--- src/rtl/hazard_scoreboard_if.sv ---
// Decode-stage bundle between the D stage and the hazard scoreboard.
// master: decode stage (drives the instruction fields, sees stall/md_busy).
// slave:  scoreboard (reads the instruction fields, drives stall/md_busy).
interface hazard_scoreboard_if #(
    parameter int AW = 5,
    parameter int TW = 2
);
    logic          d_valid;
    logic [AW-1:0] d_rs;
    logic          d_rs_use;
    logic [TW-1:0] d_rs_tuse;
    logic [AW-1:0] d_rt;
    logic          d_rt_use;
    logic [TW-1:0] d_rt_tuse;
    logic          d_wr_en;
    logic [AW-1:0] d_wr_addr;
    logic [TW-1:0] d_tnew;
    logic          d_md_start;
    logic          d_md_div;
    logic          d_md_use;
    logic          stall;
    logic          md_busy;

    modport master (
        output d_valid, d_rs, d_rs_use, d_rs_tuse, d_rt, d_rt_use, d_rt_tuse,
               d_wr_en, d_wr_addr, d_tnew, d_md_start, d_md_div, d_md_use,
        input  stall, md_busy
    );

    modport slave (
        input  d_valid, d_rs, d_rs_use, d_rs_tuse, d_rt, d_rt_use, d_rt_tuse,
               d_wr_en, d_wr_addr, d_tnew, d_md_start, d_md_div, d_md_use,
        output stall, md_busy
    );
endinterface

--- src/rtl/hazard_scoreboard.sv ---
// Decode-stage stall unit for the 5-stage MIPS pipeline.
// Each GPR carries a Tnew countdown loaded at issue; decode stalls when a
// source is needed (Tuse) before its producer can forward (remaining Tnew).
// A private HI/LO busy counter covers mult/div latency.
// Optional feature: define HAZARD_STATS_EN to build the saturating stall-cycle
// counter on stall_cnt; otherwise stall_cnt is tied to zero.
module hazard_scoreboard #(
    parameter int NREG     = 32,
    parameter int AW       = 5,
    parameter int TW       = 2,
    parameter int MULT_LAT = 5,
    parameter int DIV_LAT  = 10,
    parameter int MDW      = 4
) (
    input  logic                clk,
    input  logic                reset,
    hazard_scoreboard_if.slave  dec,
    output logic [31:0]         stall_cnt
);

    // Array spans the full address space; entries 0 and >= NREG stay zero,
    // so any rs/rt address can index it directly.
    logic [TW-1:0]  cnt [2**AW];
    logic [TW-1:0]  rs_cnt;
    logic [TW-1:0]  rt_cnt;
    logic           hz_rs;
    logic           hz_rt;
    logic           hz_md;
    logic           issue;
    logic [MDW-1:0] md_cnt;
    logic [MDW-1:0] md_cnt_nxt;

    // Hazard detection against the pre-update scoreboard.
    always_comb begin
        rs_cnt    = cnt[dec.d_rs];
        rt_cnt    = cnt[dec.d_rt];
        hz_rs     = dec.d_rs_use && (dec.d_rs != '0) && (rs_cnt > dec.d_rs_tuse);
        hz_rt     = dec.d_rt_use && (dec.d_rt != '0) && (rt_cnt > dec.d_rt_tuse);
        hz_md     = dec.d_md_use && (md_cnt != '0);
        dec.stall = dec.d_valid && (hz_rs || hz_rt || hz_md);
        issue     = dec.d_valid && !dec.stall;
    end

    // Next HI/LO busy count: saturating decrement, a new mult/div load wins.
    always_comb begin
        md_cnt_nxt = md_cnt;
        if (md_cnt != '0)
            md_cnt_nxt = md_cnt - 1'b1;
        if (issue && dec.d_md_start)
            md_cnt_nxt = dec.d_md_div ? MDW'(DIV_LAT) : MDW'(MULT_LAT);
    end

    // Per-register Tnew countdown; decrement keeps running during stalls.
    always_ff @(posedge clk or negedge reset) begin
        if (!reset) begin
            for (int r = 0; r < 2**AW; r++)
                cnt[r] <= '0;
        end else begin
            for (int r = 0; r < 2**AW; r++) begin
                if (r == 0 || r >= NREG)
                    cnt[r] <= '0;
                else if (issue && dec.d_wr_en && dec.d_wr_addr == AW'(r))
                    cnt[r] <= dec.d_tnew;
                else if (cnt[r] != '0)
                    cnt[r] <= cnt[r] - 1'b1;
            end
        end
    end

    // HI/LO counter and its registered busy flag.
    always_ff @(posedge clk or negedge reset) begin
        if (!reset) begin
            md_cnt      <= '0;
            dec.md_busy <= 1'b0;
        end else begin
            md_cnt      <= md_cnt_nxt;
            dec.md_busy <= (md_cnt_nxt != '0);
        end
    end

`ifdef HAZARD_STATS_EN
    // Stall-cycle counter, saturating, cleared only by reset.
    always_ff @(posedge clk or negedge reset) begin
        if (!reset)
            stall_cnt <= '0;
        else if (dec.stall && (stall_cnt != 32'hFFFF_FFFF))
            stall_cnt <= stall_cnt + 32'd1;
    end
`else
    assign stall_cnt = 32'd0;
`endif

endmodule
--- src/flat_wrapper.sv ---
// flat-port wrapper written by rule: the top's interface ports become plain ports
module hazard_scoreboard_flat 
#(
    parameter int NREG     = 32,
    parameter int AW       = 5,
    parameter int TW       = 2,
    parameter int MULT_LAT = 5,
    parameter int DIV_LAT  = 10,
    parameter int MDW      = 4
)
  (clk, reset, stall_cnt, dec_d_valid, dec_d_rs, dec_d_rs_use, dec_d_rs_tuse, dec_d_rt, dec_d_rt_use, dec_d_rt_tuse, dec_d_wr_en, dec_d_wr_addr, dec_d_tnew, dec_d_md_start, dec_d_md_div, dec_d_md_use, dec_stall, dec_md_busy);
  hazard_scoreboard_if #(.AW(AW), .TW(TW)) dec_i ();
  input  logic clk;
  input  logic reset;
  output logic [31:0] stall_cnt;
  input wire logic [$bits(dec_i.d_valid)-1:0] dec_d_valid;
  input wire logic [$bits(dec_i.d_rs)-1:0] dec_d_rs;
  input wire logic [$bits(dec_i.d_rs_use)-1:0] dec_d_rs_use;
  input wire logic [$bits(dec_i.d_rs_tuse)-1:0] dec_d_rs_tuse;
  input wire logic [$bits(dec_i.d_rt)-1:0] dec_d_rt;
  input wire logic [$bits(dec_i.d_rt_use)-1:0] dec_d_rt_use;
  input wire logic [$bits(dec_i.d_rt_tuse)-1:0] dec_d_rt_tuse;
  input wire logic [$bits(dec_i.d_wr_en)-1:0] dec_d_wr_en;
  input wire logic [$bits(dec_i.d_wr_addr)-1:0] dec_d_wr_addr;
  input wire logic [$bits(dec_i.d_tnew)-1:0] dec_d_tnew;
  input wire logic [$bits(dec_i.d_md_start)-1:0] dec_d_md_start;
  input wire logic [$bits(dec_i.d_md_div)-1:0] dec_d_md_div;
  input wire logic [$bits(dec_i.d_md_use)-1:0] dec_d_md_use;
  output wire logic [$bits(dec_i.stall)-1:0] dec_stall;
  output wire logic [$bits(dec_i.md_busy)-1:0] dec_md_busy;
  assign dec_i.d_valid = dec_d_valid;
  assign dec_i.d_rs = dec_d_rs;
  assign dec_i.d_rs_use = dec_d_rs_use;
  assign dec_i.d_rs_tuse = dec_d_rs_tuse;
  assign dec_i.d_rt = dec_d_rt;
  assign dec_i.d_rt_use = dec_d_rt_use;
  assign dec_i.d_rt_tuse = dec_d_rt_tuse;
  assign dec_i.d_wr_en = dec_d_wr_en;
  assign dec_i.d_wr_addr = dec_d_wr_addr;
  assign dec_i.d_tnew = dec_d_tnew;
  assign dec_i.d_md_start = dec_d_md_start;
  assign dec_i.d_md_div = dec_d_md_div;
  assign dec_i.d_md_use = dec_d_md_use;
  assign dec_stall = dec_i.stall;
  assign dec_md_busy = dec_i.md_busy;
  hazard_scoreboard #(.NREG(NREG), .AW(AW), .TW(TW), .MULT_LAT(MULT_LAT), .DIV_LAT(DIV_LAT), .MDW(MDW)) u_core (.clk(clk), .reset(reset), .dec(dec_i), .stall_cnt(stall_cnt));
endmodule
--- config.mk ---
export PLATFORM = sky130hd
export DESIGN_NAME = hazard_scoreboard_flat
export DESIGN_NICKNAME = d
export VERILOG_FILES = /design/src/rtl/hazard_scoreboard_if.sv /design/src/rtl/hazard_scoreboard.sv /design/src/flat_wrapper.sv
export SDC_FILE = /design/constraint.sdc
export NUM_CORES = 1
export LEC_CHECK = 0
export ABC_AREA = 1
export BUFFER_PORTS_ARGS = -buffer_cell sky130_fd_sc_hd__buf_2
export CAP_MARGIN = 0
export CORE_ASPECT_RATIO = 0.7
export CORE_MARGIN = 2
export CORE_UTILIZATION = 38
export CTS_CLUSTER_SIZE = 12
export DETAILED_ROUTE_END_ITERATION = 10
export MAX_ROUTING_LAYER = met4
export SLEW_MARGIN = 20
export SYNTH_ARGS = -nofsm -noshare
export SYNTH_HDL_FRONTEND = slang
export SYNTH_SLANG_ARGS = --single-unit
--- constraint.sdc ---
create_clock -name clk -period 4.5 [get_ports clk]
set_clock_uncertainty 0.1 [all_clocks]
set_input_delay 0.225 -clock clk [delete_from_list [all_inputs] [get_ports clk]]
set_output_delay 0.225 -clock clk [all_outputs]
set_load 0.01 [all_outputs]
After elaboration in Yosys (flattened, before gate mapping). Index checks and enable logic that the tools add are counted.

Register bits after elaboration: 67. Latch bits: 0. Memory bits (writable): 0. Memory bits (read-only): 0. Input bits: 30. Output and inout bits: 34. Word-level logic and storage cells: 282. Memories kept: 0.

Add/subtract/negate cells: 32. Multiply operators: 0. Divide/modulo/power cells: 0. Order comparisons: 4. Eq/ne operators: 31. Shift-type cells: 0. Muxes and demuxes: 71. Bitwise logic cells: 2. Reduce and logical (&&, ||, !) cells: 109.

Operators by type and width (count): $mux 2 (66); $reduce_bool 2->1 (62); $eq 5x5->1 const B (16); $sub 2x1->2 const B (31); $eq 5x4->1 const B (8); $logic_and 1x1->1 (40); $bmux 2 s5 (2); $eq 5x3->1 const B (4); $ge 6x6->1 const B (2); $mux 4 (3); $not 5->6 (2); $eq 5x2->1 const B (2); $reduce_bool 5->1 (2); $reduce_bool 4->1 (2); $eq 5x1->1 const B (1); $gt 2x2->1 (2); $sub 4x1->4 const B (1); $logic_or 1x1->1 (2); $logic_not 1->1 (1).

Depth between registers and ports, before layout.
Word-level depth: 14. Mapped depth: 20. Gate-level depth less buffers: 18.

Worst setup path before layout. No wires, ideal clock.

Kind: input -> register. Start: input port dec_d_rt[1]. End: register u_core.md_cnt[0]. Setup time: 0.125 ns. Arrival: 2.294 ns. Required time: 4.275 ns. Slack: 1.981 ns. Stages on the path: 18. Cells stage by stage: buf_2 -> inv_2 -> clkbuf_1 -> a31oi_1 -> nand3_1 -> nand2_1 -> o211ai_1 -> nand2_1 -> ha_1 -> inv_1 -> o21bai_1 -> nand3_1 -> nand3_1 -> nor2_4 -> buf_6 -> nand2_4 -> nor2_1 -> a21oi_1.

Longest elaborated chain between the ends: 13.

Ends and longest elaborated chain: start, declared (line flat_wrapper.sv:20) `input wire logic [$bits(dec_i.d_rt)-1:0] dec_d_rt;`; $not 5->6 (not written as such) (line hazard_scoreboard.sv:36) `rt_cnt = cnt[dec.d_rt];`; $bmux 2 s5 (line hazard_scoreboard.sv:36); $mux 2 (not written as such) (2 in a row) (line hazard_scoreboard.sv:36); $gt 2x2->1 (line hazard_scoreboard.sv:38) `hz_rt = dec.d_rt_use && (dec.d_rt != '0) && (rt_cnt > dec.d_rt_tuse);`; $logic_and 1x1->1 * (line hazard_scoreboard.sv:38); $logic_or 1x1->1 * (2 in a row) (line hazard_scoreboard.sv:40) `dec.stall = dec.d_valid && (hz_rs || hz_rt || hz_md);`; $logic_and 1x1->1 * (line hazard_scoreboard.sv:40); $logic_not 1->1 * (line hazard_scoreboard.sv:41) `issue = dec.d_valid && !dec.stall;`; $logic_and 1x1->1 * (line hazard_scoreboard.sv:41); $logic_and 1x1->1 * (line hazard_scoreboard.sv:49) `if (issue && dec.d_md_start)`; $mux 4 * (line hazard_scoreboard.sv:49); net u_core.md_cnt_nxt[0] (line hazard_scoreboard.sv:31) `logic [MDW-1:0] md_cnt_nxt;`; end signal, assigned (line hazard_scoreboard.sv:76) `md_cnt <= md_cnt_nxt;`; end, declared (line hazard_scoreboard.sv:30) `logic [MDW-1:0] md_cnt;`.

Mark *: on every way through the listed nets, which the timed path passes. The rest lies on a longest branch. The select of a mux whose other input is x is not followed. A chain may end at the register's enable or synchronous reset.

Worst setup path after layout.
Start: input port dec_d_rt[0]. End: register u_core.md_cnt[0].

Same word-level chain as after synthesis.

==> results.py <==
metrics = {
    "timing": {
        "tightest_slew_ps": 1090,
        "setup_slack_ps": 1180,
        "min_period_ps": 3320,
        "setup_tns_ps": 0,
        "layout_worst_path_cycle_share_pct": 73.9,
        "fmax_ghz": 0.301,
        "grt_setup_unrepaired": "false",
        "maxSlewViolCount": 0,
        "setup_viol": 0,
        "slew_headroom_pct": 27.0,
        "hold_viol_final": 0,
    },
    "clocking": {
        "post-cts-setup-buffers": 0,
        "cts_root_buf": "clkbuf_16",
        "insertion_delay_ps": 340,
        "clock_path_buffers": 2,
        "cts_buffers": 9,
        "cts_htree_levels": 3,
        "cts_tree": "done",
        "cts_resized": 0,
        "clkTransAtPathRegs_ps": 50,
        "cts_sinks": 67,
    },
    "finish": {
        "regArea_um2": 1680,
        "drive_gt1_share_pct": 10.2,
        "nets": 971,
        "area_delta_synth_final_pct": 6.96,
        "fill_cells": 1737,
        "multiInputGateArea_um2": 3600,
        "diodes": 0,
    },
    "run_status": {
        "status": "completed",
    },
    "route": {
        "routed_wl_mm": 17.9,
        "drc_errors": 0,
        "firstDrtPassIters": 5,
        "ant_nets": 0,
        "vias": 5801,
        "viasPerCell": 5.11,
        "wire_per_inst_um": 15.7,
        "drt-initial-drc-count": 683,
    },
    "die": {
        "die_w_um": 157,
        "start_util_pct": 38.5,
        "core_um2": 16200,
        "rows": 39,
        "die_h_um": 111,
        "io_pins": 64,
        "dieArea_um2": 17500,
    },
    "global_routing": {
        "grtUsageTotal_pct": 21.9,
        "first_global_vias": 5327,
        "antenna_found_initial": 0,
        "grt_pass1_wl_mm": 29.0,
        "grt_max_degree": 70,
        "grt_overflow": 0,
    },
    "setup_path": {
        "start_kind": "primary input",
        "critPathKind": "in2reg",
        "worstPathArrival_ps": 3430,
        "crit_required_ps": 4610,
        "critPathMaxFanout": 40,
        "crit_path_end_kind": "flip-flop",
    },
    "synth": {
        "ys_seq_elements": 67,
        "syn_area_um2": 6240,
        "synth.distinct_cells": 32,
        "synth.most_common_cell": "inv_1",
        "ys.flop_type": "dfrtp_1",
        "ys_warn_count": 0,
        "synth_common_cells": "inv_1, nand2_1, nand3_1, dfrtp_1, nor2_1",
        "synth_edf_count": 0,
        "yosys-top-cells-area": "dfrtp_1, inv_1, nand2_1",
        "synthCells": 905,
        "synth-seq-area-share_pct": 26.9,
        "avgSynthCellArea_um2": 6.89,
        "async_flop_share_pct": 100,
        "synth_top_cell_by_area": "dfrtp_1",
        "synth_top_area_share_pct": 26.9,
    },
    "power_and_ir_drop": {
        "power.leakage_nw": 3.46,
        "power.density_nw_per_um2": 644,
        "vdd_ir_drop_max_uv": 294,
    },
    "placed_design": {
        "dp_worst_setup_slack_ps": 901,
        "place.gp.congestion": 0.986,
        "dpl.hpwl_mm": 12.6,
        "port_buffers": 31,
    },
    "run": {
        "max_cap_viol_count": 0,
    },
    "worst_hold_path": {
        "hp-class": "in2reg",
    },
}
worst max-delay path, stage by stage:
cell	delay, ps
buf_2	460
inv_1	460
o21ai_0	300
a21oi_1	90
o211ai_1	180
nand2_1	100
ha_1	290
inv_1	60
o21bai_1	60
nand3_1	130
nand3_1	140
nor2_4	100
buf_4	470
nand2_4	140
nor2_1	160
a21oi_1	60
power breakdown:
| part | switching (W) | total [W] | internal, W | leakage [nW] |
|---|---|---|---|---|
| Sequential | 0.000282 | 0.00123 | 0.000949 | 0.779 |
| Clock | 0.000273 | 0.000717 | 0.000444 | 0.139 |
| Combinational | 0.00131 | 0.00235 | 0.00104 | 2.54 |
| Total | 0.00187 | 0.00430 | 0.00243 | 3.46 |
routing by layer:
layer	vias up	global-route usage, %	part of all wire, %
met1	2659	34.5	52
met4	0	4.48	1.4
met5	-	-	0
met2	240	28.0	38
met3	23	4.57	8.8
li1	2879	-	-
kinds of logic after synthesis:
kind of cell	after synthesis	share of synthesized area, %
multiplexers	31	5.60
XOR/XNOR	32	4.49
other	1	0.0601
AO/OA/AOI/OAI	133	11.6
flip-flops	67	26.9
AND/OR/NAND/NOR	365	26.8
adder cells (fa/ha/maj)	36	7.22
buffers and inverters	240	17.3
placed cells by master, fill, tap and decap left out, types with 2 or more instances in the layout:
cell type   instances
buf_2              30
o2111ai_1           7
inv_2               3
xor2_1             22
clkbuf_16           9
clkinvlp_4          2
buf_4               4
a21boi_0            2
o21ai_0            51
nor2_4              2
a31oi_1             2
mux2_2             31
o21bai_1            2
o211ai_1            8
nor3_1              2
conb_1             32
nand3_2             5
dfrtp_1            67
nand2_1           155
o21ai_1             4
inv_1             158
nor2_1             58
a21oi_1            57
ha_1               36
nand4_1            37
nand3_1           103
clkbuf_1            2
xnor2_1            10
cell type report:
cell class / instances / share of cell area, %
Multi-Input combinational cell: 629 / 53.9
Sequential cell: 67 / 25.1
Inverter: 162 / 9.12
Tap cell: 225 / 4.22
Clock buffer: 12 / 3.70
Timing Repair Buffer: 36 / 3.15
Clock inverter: 4 / 0.750
state kept, by name, indices dropped and copies added, names as in the netlist:
name / count
u_core.md_cnt: 4
u_core.cnt: 62
u_core.dec.md_busy: 1
per-stage QoR:
| step | instance area (µm²) | std cells | power (W) | hold WS [ps] | util (%) |
|---|---|---|---|---|---|
| 2_1_floorplan | 6350 | 936 | 0.00305 | -171 | - |
| 3_3_place_gp | 6360 | 1118 | 0.00352 | 312 | 39.3 |
| 3_5_place_dp | 6360 | 1118 | 0.00356 | 333 | 39.3 |
| 4_1_cts | 6670 | 1135 | 0.00430 | 72.1 | 41.2 |
| 5_1_grt | 6670 | 1135 | 0.00476 | 94.8 | 41.2 |
| 6_report | 6670 | 1135 | 0.00430 | 84.0 | 41.2 |
timing repair:
action                                  in CTS  in global routing
hold endpoints to repair                    67                  0
endpoints found under the setup margin       0                  0
hold buffers                                 1                  0
worst paths after layout:
path,cells past startpoint,from,to,slack [ps]
worst max-delay path,16,dec_d_rt[0],u_core.md_cnt[0]$_DFF_PN0_,1180
worst min-delay path,3,dec_d_md_div,u_core.md_cnt[3]$_DFF_PN0_,80
worst max register to register,18,u_core.cnt[57]$_DFFE_PN0P_,u_core.md_cnt[0]$_DFF_PN0_,1480
worst min register to register,3,u_core.cnt[36]$_DFFE_PN0P_,u_core.cnt[36]$_DFFE_PN0P_,470
max in group asynchronous,2,reset,u_core.cnt[8]$_DFFE_PN0P_,3220
min in group asynchronous,2,reset,u_core.cnt[27]$_DFFE_PN0P_,460
(Power assumes the default switching activity.)
